**src/rtl/pkt_loader.sv**
```systemverilog
// Packet loader: captures one inbound packet into a local buffer, replays it to the
// sorter as a burst of writes, then waits for the sorter to signal completion.
module pkt_loader #(
  parameter int unsigned DWIDTH = 8,
  parameter int unsigned AWIDTH = 4
) (
  input  logic              clk_i,
  input  logic              rst_i,
  input  logic [DWIDTH-1:0] data_i,
  input  logic              sop_i,
  input  logic              eop_i,
  input  logic              val_i,
  output logic              ready_o,
  output logic              wren_o,
  output logic [AWIDTH-1:0] cntr_o,
  output logic [DWIDTH-1:0] data_o,
  input  logic              sort_eop_i,
  output logic              ovf_o
);

  localparam logic [1:0] IDLE = 2'd0;
  localparam logic [1:0] RECV = 2'd1;
  localparam logic [1:0] LOAD = 2'd2;
  localparam logic [1:0] WAIT = 2'd3;

  localparam logic [AWIDTH:0]   FULL      = {1'b1, {AWIDTH{1'b0}}};
  localparam logic [AWIDTH:0]   COUNT_ONE = (AWIDTH + 1)'(1);
  localparam logic [AWIDTH-1:0] CNTR_ONE  = AWIDTH'(1);

  logic [1:0]        state_q, state_d;
  logic [AWIDTH:0]   count_q, count_d;
  logic [AWIDTH:0]   rd_ptr_q, rd_ptr_d;
  logic [AWIDTH-1:0] cntr_q, cntr_d;
  logic              ovf_q, ovf_d;

  logic              wr_en;
  logic [AWIDTH-1:0] wr_addr;
  logic [DWIDTH-1:0] buffer [2**AWIDTH];

  always_comb begin
    state_d  = state_q;
    count_d  = count_q;
    rd_ptr_d = rd_ptr_q;
    cntr_d   = cntr_q;
    ovf_d    = 1'b0;
    wr_en    = 1'b0;
    wr_addr  = '0;
    case (state_q)
      IDLE, RECV: begin
        if (val_i && sop_i) begin
          // A new sop always restarts capture, discarding any partial packet.
          wr_en    = 1'b1;
          count_d  = COUNT_ONE;
          rd_ptr_d = '0;
          if (eop_i) begin
            cntr_d  = CNTR_ONE;
            state_d = LOAD;
          end else begin
            state_d = RECV;
          end
        end else if (val_i && (state_q == RECV)) begin
          if (count_q == FULL) begin
            ovf_d = 1'b1;
          end else begin
            wr_en   = 1'b1;
            wr_addr = count_q[AWIDTH-1:0];
            count_d = count_q + 1'b1;
          end
          if (eop_i) begin
            cntr_d   = count_d[AWIDTH-1:0];
            rd_ptr_d = '0;
            state_d  = LOAD;
          end
        end
      end
      LOAD: begin
        rd_ptr_d = rd_ptr_q + 1'b1;
        if (rd_ptr_q == count_q - 1'b1) begin
          state_d = WAIT;
        end
      end
      WAIT: begin
        if (sort_eop_i) begin
          state_d = IDLE;
        end
      end
      default: state_d = IDLE;
    endcase
  end

  always_ff @(posedge clk_i or posedge rst_i) begin
    if (rst_i) begin
      state_q  <= IDLE;
      count_q  <= '0;
      rd_ptr_q <= '0;
      cntr_q   <= '0;
      ovf_q    <= 1'b0;
    end else begin
      state_q  <= state_d;
      count_q  <= count_d;
      rd_ptr_q <= rd_ptr_d;
      cntr_q   <= cntr_d;
      ovf_q    <= ovf_d;
    end
  end

  // Storage needs no reset: only the first count entries are ever read back.
  always_ff @(posedge clk_i) begin
    if (wr_en) begin
      buffer[wr_addr] <= data_i;
    end
  end

  assign ready_o = (state_q == IDLE) || (state_q == RECV);
  assign wren_o  = (state_q == LOAD);
  assign data_o  = wren_o ? buffer[rd_ptr_q[AWIDTH-1:0]] : '0;
  assign cntr_o  = cntr_q;
  assign ovf_o   = ovf_q;

endmodule

```
**config.mk**
```make
export PLATFORM = sky130hd
export DESIGN_NAME = pkt_loader
export DESIGN_NICKNAME = d
export VERILOG_FILES = /design/src/rtl/pkt_loader.sv
export SDC_FILE = /design/constraint.sdc
export NUM_CORES = 1
export LEC_CHECK = 0
export CORE_MARGIN = 2
export CORE_UTILIZATION = 50
export DETAILED_ROUTE_END_ITERATION = 7
export GPL_ROUTABILITY_DRIVEN = 0
export PLACE_DENSITY_LB_ADDON = 0.25
export SYNTH_ARGS = -nofsm -noshare
export SYNTH_HDL_FRONTEND = slang
export SYNTH_SLANG_ARGS = --single-unit
```
**constraint.sdc**
```tcl
create_clock -name clk_i -period 3.2 [get_ports clk_i]
set_input_delay 0.48 -clock clk_i [delete_from_list [all_inputs] [get_ports clk_i]]
set_output_delay 0.48 -clock clk_i [all_outputs]
set_load 0.02 [all_outputs]
```
=== After elaboration in Yosys (flattened, before gate mapping) ===
Memories as Yosys holds them, arrays and structs flattened.
Index checks and enable logic that the tools add are counted.

* Register bits after elaboration: 17
* RAM bits: 128
* Bits of input ports: 14
* Output and inout port bits: 15
* Logic and storage cells: 67
* Memories: 1

* Add/sub/neg operators: 3
* Equal/unequal tests: 12
* Mux-type cells: 33
* Reduce and logical (&&, ||, !) cells: 12

{| class="wikitable"
|+ Memories
! memory !! words !! bits a word !! rd ports !! clocked after Yosys merged registers in !! wr ports !! RTL line !! text
|-
| buffer || 16 || 8 || 1 || 0 || 1 || 38 || <nowiki>logic [DWIDTH-1:0] buffer [2**AWIDTH];</nowiki>
|}

{| class="wikitable"
|+ Operators by type and width
! kind !! number
|-
| 4-bit 2-to-1 mux || 8
|-
| 5-bit 2-to-1 mux || 6
|-
| 2-bit 2-to-1 mux || 6
|-
| 5-bit by 1-bit adder with 5-bit output, second input constant || 2
|-
| 1-bit 2-to-1 mux || 10
|-
| 5-bit case mux with 2 select lines || 1
|-
| 8-bit 2-to-1 mux || 1
|-
| 2-bit inequality test, second input constant || 4
|-
| 4-bit AND reduction || 2
|-
| 3-bit inequality test, second input constant || 2
|-
| 2-bit case mux with 3 select lines || 1
|-
| 3-bit AND reduction || 2
|-
| 5-bit == test || 1
|-
| 5-bit == test, second input constant || 1
|-
| 5-bit by 1-bit subtractor with 5-bit output, second input constant || 1
|-
| 2-bit == test, second input constant || 2
|-
| 2-bit nonzero test || 2
|-
| 2-bit by 1-bit == test with 1-bit output, second input constant || 1
|-
| 1-bit logical AND || 2
|-
| 2-bit logical NOT || 1
|-
| 2-bit by 1-bit inequality test with 1-bit output, second input constant || 1
|-
| 2-bit AND reduction || 1
|-
| 2-bit OR reduction || 1
|-
| 1-bit logical OR || 1
|}

=== Longest topological paths before layout ===
Gate-level depths: netlist of run 1.

* Depth in word-level cells: 7
* Mapped depth: 8
* Gate-level depth less buffers: 7

=== Least setup slack after synthesis of run 1 ===
OpenSTA, ideal clock, no wires.

* Kind: flip-flop to flip-flop
* Start: register count_q[0]
* End: memory buffer[2][0] (enable)
* Data arrival time: 1831 ps
* Data required time: 2830 ps
* Setup slack: 999 ps
* Cell stages (with the launch flop): 9
* Buffers on the path: 1
* Clock period less this slack: 2201 ps
* Cell sequence: dfrtp_1 inv_1 ha_1 nand4bb_1 buf_2 ha_1 nor2_1 nand3_1 nor2_1

* Word-level cells in the longest chain between the ends: 7
* Elaborated cells between the ends (all ways): 11
* Classes of those cells: eq/ne: 1; mux: 10

{| class="wikitable"
|+ Ends and longest elaborated chain
! item !! RTL line !! text
|-
| start: declaration || 31 || <nowiki>logic [AWIDTH:0] count_q, count_d;</nowiki>
|-
| start signal: assignment || 100 || <nowiki>count_q <= count_d;</nowiki>
|-
| 5-bit == test || 62 || <nowiki>if (count_q == FULL) begin</nowiki>
|-
| 1-bit 2-to-1 mux || 62 ||
|-
| 1-bit 2-to-1 mux || 61 || <nowiki>end else if (val_i && (state_q == RECV)) begin</nowiki>
|-
| 1-bit 2-to-1 mux || 50 || <nowiki>if (val_i && sop_i) begin</nowiki>
|-
| 1-bit 2-to-1 mux || 48 || <nowiki>case (state_q)</nowiki>
|-
| 1-bit 2-to-1 mux || 109 || <nowiki>if (wr_en) begin</nowiki>
|-
| 1-bit 2-to-1 mux (implied by the code) || 110 || <nowiki>buffer[wr_addr] <= data_i;</nowiki>
|-
| end: declaration || 38 ||
|}

Several ways; a longest one is shown, not always the timed one.

=== Worst setup path after layout of run 1 ===
* Start: register state_q[0]
* End: output port data_o[3]

* Word-level cells in the longest chain between the ends: 2

{| class="wikitable"
|+ Ends and longest elaborated chain
! item !! RTL line !! text
|-
| start: declaration || 30 || <nowiki>logic [1:0] state_q, state_d;</nowiki>
|-
| start signal: assignment || 99 || <nowiki>state_q <= state_d;</nowiki>
|-
| 2-bit == test || 115 || <nowiki>assign wren_o = (state_q == LOAD);</nowiki>
|-
| 8-bit 2-to-1 mux || 116 || <nowiki>assign data_o = wren_o ? buffer[rd_ptr_q[AWIDTH-1:0]] : '0;</nowiki>
|-
| end: declaration || 16 || <nowiki>output logic [DWIDTH-1:0] data_o,</nowiki>
|}

Every way passes these cells.

==> run_results.csv, run 1 <==
group,metric,value,unit
worst_hold_path,min_path_type,"input port to async pin",
cells_and_area,layout-drive-gt1-share,17.5,%
synthesis,seq_area_frac_synth,69.6,%
routing,drtPass1Iterations,5,
sta,finalSetupViolCount,0,
power,p_sw_share,31.4,%
placed_design,place.port_buffers,28,
sta,hold_slack,0.458,ns
status,outcome,"completed",
clock_tree,post_cts_buffers,0,
cells_and_area,diodes,0,
setup_path,crit_path_start,"state_q[0]",
global_route,grt_pass1_wl,18.4,mm
routing,via_count,3274,
die,die_y,115,µm
routing,routed_wl,11.7,mm
setup_path,crit_chain,"nand2b_4 -> inv_2 -> nand2_2 -> a221o_1 -> o21ai_1 -> clkdlybuf4s50_1",
synthesis,synth.distinct_cells,52,
placed_design,place_area,6610,µm²
setup_path,r2r_slack,0.68,ns
setup_path,crit_path_max_fanout,11,
die,pin_count,29,
cells_and_area,syn_to_final_growth,17.5,%
placed_design,dp_hpwl,7.61,mm
global_route,grt_pass1_vias,3210,
die,core-area,12000,µm²
power,p_leak,2.52,nW
routing,post_drt_wl_per_cell,20.8,µm
sta,finalHoldViolCount,0,
clock_tree,clk_latency,0.41,ns
clock_tree,root_buffer,"clkbuf_16",
synthesis,synth_nets,373,
synthesis,synth_edf_count,128,
cells_and_area,finalInstanceArea,7210,µm²
synthesis,synth-main-ff-cell,"edfxtp_1",
routing,drt-initial-drc-count,384,
cells_and_area,nets,422,
sta,min_period_over_period,95.4,%
setup_path,critPathKind,"register to output port",
routing,routed_via_density,5.80,
die,start_util,51.1,%
synthesis,netlist_area,6130,µm²
power,switching_power,0.00193,W
clock_tree,path_clk_slew,0.06,ns
sta,fin_tns_setup,0,ns
global_route,antenna_found_initial,0,
power,internal-power,0.00422,W
global_route,grt_overflow,0,
power,clkPwrFrac,31.2,%
setup_path,arrival,2.57,ns
die,die_w,115,µm
setup_path,cpPeakStageDelay,0.64,ns
synthesis,async_flop_share,11.7,%
cells_and_area,n_fill_cell,896,
setup_path,endpoint_kind,"output port",
sta,fin_skew,0.00662,ns
job,maxCapViolations,0,
die,rows,40,
sta,slew_headroom,55.3,%
power,power_density,854,nW/µm²
routing,antenna_left,0,
global_route,grt.total_usage,19.3,%
power,totalPowerFinal,0.00615,W
clock_tree,htreeDepth,4,
synthesis,ys_warn_count,0,
synthesis,synthCells,355,
sta,rsz0062_at_grt,"no",
setup_path,r2r-start,"count_q[0]",
setup_path,critPathLaunchType,"register",
sta,tightest_slew,0.669,ns
clock_tree,cts_tree,"yes",
cells_and_area,final_util,60.0,%
die,die_area,13200,µm²
power,power_frac_comb,30.5,%
sta,fmax,327,MHz
routing,post-route-drc-count,0,
setup_path,cp_slowest_cell,"clkdlybuf4s50_1",
setup_path,crit_required,2.72,ns
clock_tree,clock-sinks,145,
sta,maxSlewViolCount,0,
synthesis,avgSynthCellArea,17.3,µm²
clock_tree,ctsLongestPathBuffers,2,
global_route,grt_start_max_net_pins,31,
power,seqPwrFrac,38.2,%
power,irDropWorstVdd,0.518,mV
clock_tree,numCtsBuffers,17,
synthesis,synth_seq_cells,145,
sta,period_minus_slack,3.05,ns
==> power groups by stage <==
| stage | Clock [W] | Combinational, W | Sequential (W) |
|---|---|---|---|
| 6_report | 0.00192 | 0.00188 | 0.00235 |
| 5_1_grt | 0.00204 | 0.00203 | 0.00237 |
| 4_1_cts | 0.00196 | 0.00188 | 0.00235 |
| 3_5_place_dp | 0 | 0.00188 | 0.00238 |
| 3_3_place_gp | 0 | 0.00185 | 0.00238 |
| 2_1_floorplan | 0 | 0.00143 | 0.00228 |
==> worst paths after layout <==
kind,endpoint,cells past startpoint
min reg2reg,cntr_o[2],2
min in group clk_i,cntr_o[2],2
max,data_o[3],6
max reg2reg,buffer[14][3],8
max in group asynchronous,rd_ptr_q[2],2
min,cntr_o[1],2
==> area by class of cell <==
cell class                 count  area, µm²  area share [%]
timing repair buffer          48        458            6.35
tap                          147        184            2.55
inverter                       6       22.5           0.313
clock inverter                14        154            2.14
sequential                   145       4270            59.3
multi-input combinational    186       1690            23.4
clock buffer                  18        429            5.95
==> flip-flops by register name, summed over array words and instances, names as in the netlist <==
signal	cells
buffer	128
rd_ptr_q	5
ovf_o	1
state_q	2
cntr_o	4
count_q	5
==> cell usage in the layout, fill, tap and decap left out, drive strengths merged, types with 2 or more instances in the layout <==
| cell | instances |
|---|---|
| edfxtp | 128 |
| o211ai | 2 |
| a22oi | 8 |
| nor3 | 2 |
| nand4bb | 2 |
| nand3b | 2 |
| nor3b | 2 |
| xor2 | 8 |
| clkinv | 5 |
| xnor2 | 2 |
| dfrtp | 17 |
| o21ai | 15 |
| a221o | 8 |
| clkinvlp | 2 |
| ha | 4 |
| nor2 | 35 |
| inv | 11 |
| a31oi | 2 |
| a21oi | 5 |
| mux2i | 16 |
| buf | 20 |
| nand2b | 7 |
| a2bb2oi | 2 |
| nand4 | 5 |
| mux2 | 2 |
| nand2 | 17 |
| clkdlybuf4s50 | 27 |
| nand3 | 4 |
| clkbuf | 18 |
| or2 | 2 |
| bufinv | 2 |
| mux4 | 24 |
==> kinds of logic after synthesis <==
kind of cell / synth area share [%]
flops: 69.6
simple gates: 6.92
compound gates: 5.43
mux: 12.7
buf+inv: 3.10
xor+xnor: 1.43
fa+ha+maj: 0.816
==> critical path, delay by kind of cell, from the launching register on <==
family / cells / cell delay, ns
DFF: 1 / 0.49
and+or+nand+nor: 2 / 0.40
AOI/OAI and AO/OA: 2 / 0.50
buffers and inverters: 2 / 0.79
==> metrics by stage <==
step / std cells / setup WS, ns
final: 564 / 0.146
after global routing: 564 / 0.0253
after CTS: 564 / 0.000751
after detailed placement: 532 / 0.369
after global placement: 532 / 0.379
after floorplan: 355 / 0.999
==> layer usage <==
| layer | up-vias | global-route usage, % | part of all wire, % |
|---|---|---|---|
| li1 | 1509 | - | - |
| met1 | 1651 | 27.5 | 44 |
| met2 | 106 | 30.1 | 49 |
| met3 | 8 | 5.38 | 5.4 |
| met4 | 0 | 4.82 | 0.74 |
| met5 | - | 0 | 0 |
==> cells in the mapped netlist, types with 2 or more instances <==
cell       number  area share [%]
mux4_2          9             3.3
dfrtp_1        17             6.9
o21ai_1         8            0.65
mux4_1         15             6.4
nor3b_2         2            0.41
inv_1           5            0.31
nand4_1         5            0.51
mux2i_1        16             2.6
xor2_1          8             1.1
nand3b_1        2            0.24
buf_4           2            0.24
o211ai_1        2            0.24
nand2b_1        6            0.61
buf_6           5            0.92
a2bb2oi_1       2            0.29
a22oi_1         7            0.86
buf_2           5            0.41
mux2_2          2            0.37
nor2_1         35             2.1
a21oi_1         5            0.41
nand3_1         4            0.33
xnor2_1         2            0.29
nand2_1        17             1.0
edfxtp_1      128              63
clkbuf_8        2            0.45
a221o_1         7             1.1
nand4bb_1       2            0.37
ha_1            4            0.82
o21ai_0         7            0.57
a31oi_1         2            0.20
==> repair_timing <==
item | 4_1_cts | 5_1_grt
hold buffers | 0 | 0
setup endpoints to repair | 8 | 8
pin swaps | 0 | 0
resized for setup | 1 | 4
Note: power is estimated with default switching activity, not from simulation.
==> run 2: changes to the inputs <==
Settings changed: CORE_UTILIZATION 50 to 49.
==> run_results.csv, run 2 (synthesized netlist as in run 1, its figures left out) <==
group,metric,value,unit
die,die_y,116,µm
power,p_leak,2.53,nW
setup_path,r2r_slack,0.70,ns
clock_tree,root_buffer,"clkbuf_16",
setup_path,cpPeakStageDelay,0.58,ns
setup_path,cp_slowest_cell,"mux4_1",
cells_and_area,diodes,0,
die,die_w,116,µm
placed_design,dp_hpwl,7.83,mm
setup_path,crit_path_start,"rd_ptr_q[0]",
global_route,grt_pass1_wl,18.7,mm
global_route,grt_pass1_vias,3237,
global_route,antenna_found_initial,0,
sta,tightest_slew,0.641,ns
clock_tree,ctsLongestPathBuffers,2,
sta,period_minus_slack,3.09,ns
cells_and_area,syn_to_final_growth,17.8,%
die,pin_count,29,
routing,via_count,3315,
setup_path,reg2reg_to,"buffer[2][7]",
routing,drt-initial-drc-count,314,
sta,rsz0062_at_grt,"no",
setup_path,crit_buf_inv,2,
setup_path,crit_chain,"buf_12 -> mux4_1 -> a22oi_1 -> o21ai_1 -> clkdlybuf4s50_1",
clock_tree,post_cts_buffers,0,
setup_path,crit_path_end,"data_o[2]",
cells_and_area,n_fill_cell,916,
setup_path,arrival,2.61,ns
cells_and_area,register_area,4270,µm²
power,power_density,853,nW/µm²
setup_path,critPathLaunchType,"register",
cells_and_area,regMostFlops,"buffer",
cells_and_area,layout_common_cells,"edfxtp_1 (128), nor2_1 (35), clkdlybuf4s50_1 (26)",
routing,post_drt_wl_per_cell,20.4,µm
sta,finalHoldViolCount,0,
sta,finalSetupViolCount,0,
cells_and_area,nets,424,
status,outcome,"completed",
setup_path,cp.depth,5,
die,core-area,12100,µm²
global_route,grt_start_max_net_pins,31,
setup_path,rr_worst_depth,8,
clock_tree,clk_latency,0.42,ns
setup_path,r2r-start,"count_q[0]",
setup_path,cp_top_family,"buffers and inverters",
routing,drtPass1Iterations,5,
die,start_util,50.6,%
clock_tree,cts_tree,"yes",
routing,post-route-drc-count,0,
worst_hold_path,min_path_type,"input port to async pin",
clock_tree,path_clk_slew,0.06,ns
clock_tree,htreeDepth,4,
sta,min_period_over_period,96.7,%
routing,routed_via_density,5.68,
setup_path,critPathKind,"register to output port",
sta,maxSlewViolCount,0,
global_route,grt.total_usage,19.8,%
job,maxCapViolations,0,
power,irDropWorstVdd,0.507,mV
routing,antenna_left,0,
cells_and_area,multi_input_area,1690,µm²
sta,fin_ws,0.107,ns
setup_path,crit_required,2.72,ns
cells_and_area,final_common_cell,"edfxtp_1",
sta,fin_skew,0.00560,ns
placed_design,pre_cts_slack,0.422,ns
sta,slew_headroom,57.1,%
sta,fin_tns_setup,0,ns
cells_and_area,largest_reg_flops,128,
clock_tree,numCtsBuffers,17,
die,rows,40,
cells_and_area,top_regs,"buffer x128, count_q x5, rd_ptr_q x5",
routing,routed_wl,11.9,mm
placed_design,place.port_buffers,28,
sta,fmax,323,MHz
global_route,grt_overflow,0,
clock_tree,clock-sinks,145,
cells_and_area,layout-drive-gt1-share,17.1,%
die,die_area,13400,µm²
setup_path,crit_path_max_fanout,30,
setup_path,endpoint_kind,"output port",
[run 2: layout make-up]
class,count,share of cell area [%]
well taps,168,2.91
flip-flops and latches,145,59.1
inverters,6,0.312
multi-input cells,186,23.4
clock inverters,11,1.96
clock buffers,18,5.94
repair buffers,50,6.41
[run 2: what timing repair did]
| action | CTS | global route |
|---|---|---|
| resized for setup | 1 | 5 |
| cloned | 0 | 0 |
| hold buffers | 0 | 0 |
| setup endpoints to repair | 8 | 8 |
[run 2: how the worst min path moves through the flow]
stage | from | end | slack (ns) | cells after the start
3_3_place_gp | cntr_o[2] | cntr_o[2] | 0.46 | 2
4_1_cts | rst_i | cntr_o[0] | 0.46 | 2
5_1_grt | rst_i | count_q[1] | 0.53 | 2
3_5_place_dp | cntr_o[1] | cntr_o[1] | 0.47 | 2
2_1_floorplan | rst_i | cntr_o[0] | 0.41 | 1
6_report | rst_i | cntr_o[0] | 0.44 | 2
[run 2: per-layer routing]
| layer | GRT usage, % | wire length, µm | vias to the layer above |
|---|---|---|---|
| li1 | - | - | 1516 |
| met1 | 28.1 | 5300 | 1681 |
| met2 | 29.2 | 5750 | 107 |
| met3 | 5.07 | 679 | 11 |
| met4 | 8.57 | 185 | 0 |
| met5 | 0 | 0 | - |
[run 2: per-stage QoR]
step	utilization, %	instance area [µm²]	std cells	hold slack (ns)	power [W]
finish	59.7	7230	584	0.440	0.00616
global route	59.7	7230	584	0.529	0.00645
CTS	59.5	7210	584	0.458	0.00618
detailed placement	54.8	6630	555	0.474	0.00426
global placement	54.8	6630	555	0.460	0.00423
floorplan	-	6130	355	0.406	0.00371
[run 2: power breakdown]
group | leakage (nW) | internal [W] | switching [W] | total (W)
Sequential | 1.37 | 0.00216 | 0.000200 | 0.00236
Clock | 0.277 | 0.00121 | 0.000721 | 0.00193
Combinational | 0.888 | 0.000900 | 0.000977 | 0.00188
Total | 2.53 | 0.00426 | 0.00190 | 0.00616
